$ cat src/rtl/add_datapath.sv
// Datapath responder for the ADD-class control FSM: PC, IR, register file,
// ALU operand latches and result register, plus the boot/run/halt sequencer.
module add_datapath #(
   parameter int DW = 8,
   parameter int AW = 8
) (
   input  logic          clk,
   input  logic          reset,
   input  logic          go,
   output logic [AW-1:0] instr_addr,
   input  logic [15:0]   instr_data,
   output logic [3:0]    opCode,
   output logic [5:0]    para1,
   output logic [5:0]    para2,
   output logic          start,
   input  logic [5:0]    paraOut,
   input  logic          aluIn1,
   input  logic          aluIn2,
   input  logic [3:0]    control,
   input  logic          aluOutRegIn,
   input  logic          aluOutRegOut,
   input  logic [5:0]    regIn,
   input  logic          incr,
   input  logic          fetch,
   input  logic          dbg_we,
   input  logic [5:0]    dbg_addr,
   input  logic [DW-1:0] dbg_wdata,
   output logic [DW-1:0] result,
   output logic          carry,
   output logic          halted
);

   localparam logic [1:0] S_BOOT = 2'd0;
   localparam logic [1:0] S_RUN  = 2'd1;
   localparam logic [1:0] S_HALT = 2'd2;

   logic [1:0]    state;
   logic [AW-1:0] pc;
   logic [15:0]   ir;
   logic [DW-1:0] a, b, r;
   logic          cy;
   logic          strt;
   logic [DW-1:0] rf [64];

   logic          run;
   logic          active;
   logic [DW-1:0] rd;
   logic [DW:0]   sum, dif;
   logic [DW-1:0] alu_y;
   logic          alu_c;

   assign run    = (state == S_RUN);
   assign active = (state != S_HALT);
   assign rd     = rf[paraOut];

   assign instr_addr = pc;
   assign opCode     = ir[15:12];
   assign para1      = ir[11:6];
   assign para2      = ir[5:0];
   assign start      = strt;
   assign result     = r;
   assign carry      = cy;
   assign halted     = (state == S_HALT);

   // Carry of a subtract is the borrow, i.e. bit DW of the widened difference.
   always_comb begin
      sum   = {1'b0, a} + {1'b0, b};
      dif   = {1'b0, a} - {1'b0, b};
      alu_y = sum[DW-1:0];
      alu_c = sum[DW];
      case (control)
         4'd0: begin alu_y = sum[DW-1:0]; alu_c = sum[DW]; end
         4'd1: begin alu_y = dif[DW-1:0]; alu_c = dif[DW]; end
         4'd2: begin alu_y = a & b;       alu_c = 1'b0;    end
         4'd3: begin alu_y = a | b;       alu_c = 1'b0;    end
         4'd4: begin alu_y = a ^ b;       alu_c = 1'b0;    end
         4'd5: begin alu_y = ~a;          alu_c = 1'b0;    end
         4'd6: begin alu_y = a;           alu_c = 1'b0;    end
         4'd7: begin alu_y = b;           alu_c = 1'b0;    end
         default: begin
            alu_y = sum[DW-1:0];
            alu_c = sum[DW];
         end
      endcase
   end

   always_ff @(posedge clk or negedge reset) begin
      if (!reset) begin
         state <= S_BOOT;
         ir    <= '0;
         strt  <= 1'b0;
      end else begin
         strt <= 1'b0;
         case (state)
            S_BOOT: begin
               if (go) begin
                  ir    <= instr_data;
                  state <= S_RUN;
                  strt  <= 1'b1;
               end
            end
            S_RUN: begin
               if (fetch) begin
                  ir <= instr_data;
                  if (instr_data[15:12] == 4'hF) state <= S_HALT;
                  else strt <= 1'b1;
               end
            end
            S_HALT: state <= S_HALT;
            default: state <= S_BOOT;
         endcase
      end
   end

   always_ff @(posedge clk or negedge reset) begin
      if (!reset) pc <= '0;
      else if (run && incr) pc <= pc + 1'b1;
   end

   always_ff @(posedge clk or negedge reset) begin
      if (!reset) begin
         a  <= '0;
         b  <= '0;
         r  <= '0;
         cy <= 1'b0;
      end else if (active) begin
         if (aluIn1) a <= rd;
         if (aluIn2) b <= rd;
         if (aluOutRegIn) begin
            r  <= alu_y;
            cy <= alu_c;
         end
      end
   end

   // Writeback is placed after the debug port so it wins on an address clash.
   always_ff @(posedge clk or negedge reset) begin
      if (!reset) begin
         for (int i = 0; i < 64; i++) rf[i] <= '0;
      end else begin
         if (dbg_we) rf[dbg_addr] <= dbg_wdata;
         if (active && aluOutRegOut) rf[regIn] <= r;
      end
   end

endmodule

$ cat config.mk
export PLATFORM = sky130hd
export DESIGN_NAME = add_datapath
export DESIGN_NICKNAME = d
export VERILOG_FILES = /design/src/rtl/add_datapath.sv
export SDC_FILE = /design/constraint.sdc
export NUM_CORES = 2
export LEC_CHECK = 0
export CAP_MARGIN = 20
export CORE_MARGIN = 2
export CORE_UTILIZATION = 60
export CTS_BUF_LIST = sky130_fd_sc_hd__clkbuf_8
export DETAILED_ROUTE_END_ITERATION = 8
export PLACE_DENSITY = 0.78
export SETUP_SLACK_MARGIN = 0.2
export SKIP_LAST_GASP = 1
export SYNTH_ARGS = -nofsm -noshare
export SYNTH_HDL_FRONTEND = slang
export SYNTH_SLANG_ARGS = --single-unit
$ cat constraint.sdc
create_clock -name clk -period 2.61 [get_ports clk]
set_input_delay 0.522 -clock clk [delete_from_list [all_inputs] [get_ports clk]]
set_output_delay 0.522 -clock clk [all_outputs]
set_load 0.1 [all_outputs]
==> out/qor.csv <==
metric;value;unit
outcome;completed;
power_density;951;nW/um2
grt_pass1_vias;27766;
crit_type;reg2out;
grt_usage;0.382;
synthDistinctLibCells;70;
syn_avg_cell_area;10.0;um2
rsz0062_at_grt;true;
yosys_warnings;0;
grt_pass1_wl;163000;um
synth-seq-cells;564;
io_pins;91;
first_iter_violations;3103;
p_total;36.2;mW
initial_core_util;0.608;
drive_gt1_frac;0.196;
cp.arrival;1.87;ns
port_buffers;90;
synth_common_cells;mux2i_1, dfrtp_1, nand2_1, nor2_1, o21ai_0;
cp.required;2.09;ns
setup_tns;0;ns
die_x;235;um
setup.worst_path.start_class;register;
min-delay-path-class;in2async;
drc;0;
p_seq_frac;0.396;
antenna_found_initial;1;
via_per_inst;6.49;
clk_pin_slew;0.06;ns
avgRoutedWirePerCell;25.0;um
syn_area;32000;um2
area_growth;18.9;%
p_int;21.5;mW
synthMostInstantiatedCell;mux2i_1;
clock_latency;0.73;ns
numCtsBuffers;98;
max_cap_violations;0;
vias;27365;
post_dp_cell_area;36000;um2
clk_root_buffer_cell;clkbuf_8;
fin_skew;0.0365;ns
synth_ff_type;dfrtp_1;
finalMaxSlewViolations;0;
fin_crit;2.39;ns
dp.final_hpwl;69500;um
post-place-ws;-0.331;ns
die-area;55200;um2
syn_inst;3196;
fin_ws;0.218;ns
drtPass1Iterations;6;
gr-total-overflow;0;
cts_max_level;3;
synthTopCellsByArea;dfrtp_1, mux2i_1, mux4_2;
cp_max_fo;3;
coreArea;52700;um2
layout.nets;3543;
power_frac_comb;0.386;
yosysTopAreaCell;dfrtp_1;
pwr-share-clk;0.218;
ir_drop;1.48;mV
grt_max_degree;100;
fp.dieH;235;um
clk_path_buf_depth;3;
power_leakage;17.7;nW
tightest_slew;0.663;ns
synth_top_area_share;0.441;
hold_viol;0;
sw_frac_of_total;0.406;
synthArstFlopShare;1.00;
gp_congestion;0.969;
clock.fmax;0.418;GHz
synth-seq-area-share;0.441;
max_slew_margin;0.552;
p_sw;14.7;mW
cts_tree;built;
setup_viol;0;
num_rows;84;
finalInstanceArea;38000;um2
timing.final.crit_share;0.916;
cts.sinks;564;
synth_enable_flop_cells;0;
synth_fp_nets;3282;
wl;105000;um
end_kind;output pin;
ant_nets;0;
path summary, 6_finish.rpt:
path / start / end / slack [ns] / depth (start not counted)
min: reset / b[5] / 0.32 / 2
min in group clk: dbg_wdata[6] / rf[142] / 0.35 / 4
max: state[0] / halted / 0.22 / 5
max in group asynchronous: reset / instr_addr[3] / 1.40 / 3
min reg2reg: instr_addr[7] / instr_addr[7] / 0.48 / 1
max reg2reg: a[0] / result[4] / 0.27 / 10
power by group through the flow:
stage	sequential, mW	combinational (mW)	clock [mW]
3_3_place_gp	14.1	13.0	0
5_1_grt	14.6	14.8	8.37
4_1_cts	14.2	13.6	7.92
6_report	14.3	14.0	7.89
2_1_floorplan	15.0	7.59	0
3_5_place_dp	14.3	13.5	0
cells in the final DEF (no fill, tap or decap), types with 7 or more instances in the layout:
master / synthesis / routed
mux2i_1: 609 / 609
dfrtp_1: 564 / 554
nand2_1: 381 / 381
nor2_1: 334 / 334
o21ai_0: 281 / 281
buf_4: 15 / 279
a21oi_1: 278 / 277
clkbuf_8: 0 / 117
buf_12: 0 / 88
mux4_2: 85 / 85
inv_1: 33 / 71
clkdlybuf4s50_1: 0 / 43
a22oi_1: 31 / 31
nor2_2: 28 / 28
ha_1: 28 / 27
nand3_1: 24 / 24
mux2_2: 24 / 24
o21ai_1: 15 / 15
a211oi_1: 15 / 14
nor3_1: 11 / 11
nand2b_1: 11 / 11
mux4_1: 11 / 11
and2_1: 10 / 10
nor2b_1: 10 / 10
and3_1: 10 / 10
dfrtp_2: 0 / 10
buf_2: 49 / 9
o22ai_1: 9 / 8
a31oi_1: 8 / 8
xnor2_1: 7 / 7
o21bai_1: 7 / 7
sequential cells by signal, indices dropped and copies added (netlist names):
name        count
ir             16
instr_addr      8
rf            512
state           2
result          8
carry           1
start           1
a               8
b               8
metrics by stage:
step	utilization	cells	hold slack, ns
2_1_floorplan	-	3196	0.226
3_5_place_dp	0.685	4039	0.446
3_3_place_gp	0.685	4039	0.463
6_report	0.722	4216	0.317
4_1_cts	0.721	4210	0.287
5_1_grt	0.722	4215	0.325
kinds of logic after synthesis:
family                     count (synthesis)  synth area share
AOI/OAI and AO/OA                        690             0.118
xor gates and xnor gates                  12           0.00329
adders and majority gates                 30            0.0122
buffers and inverters                    297            0.0402
DFF                                      564             0.441
muxes                                    729             0.268
and+or+nand+nor                          874             0.117
routing by layer:
layer | up-vias | wire [um] | global-route usage
li1 | 11838 | - | -
met2 | 1691 | 47900 | 0.584
met3 | 345 | 11300 | 0.0916
met4 | 2 | 6010 | 0.217
met5 | - | 11 | 0
met1 | 13489 | 40100 | 0.503
layout make-up:
cell class                      instances  area (um2)
Multi-Input combinational cell       2335       16600
Fill cell                            3648       14600
Sequential cell                       564       14100
Timing Repair Buffer                  425        4410
Clock buffer                          117        1610
Tap cell                              688         861
Clock inverter                         53         254
Inverter                               33         124
Antenna cell                            1        2.50
what timing repair did:
action / in CTS / in global routing
pin swaps: 0 / 1
setup endpoints to repair: 5 / 8
resized for setup: 7 / 9
hold buffers: 1 / 0
buffers inserted: 0 / 5
hold endpoints to repair: 27 / 0
worst max-delay path: stages (launching register included):
cell	delay, ns
dfrtp_1	0.40
inv_2	0.10
ha_4	0.19
buf_8	0.14
buf_8	0.14
buf_12	0.17
(Power assumes the default switching activity.)
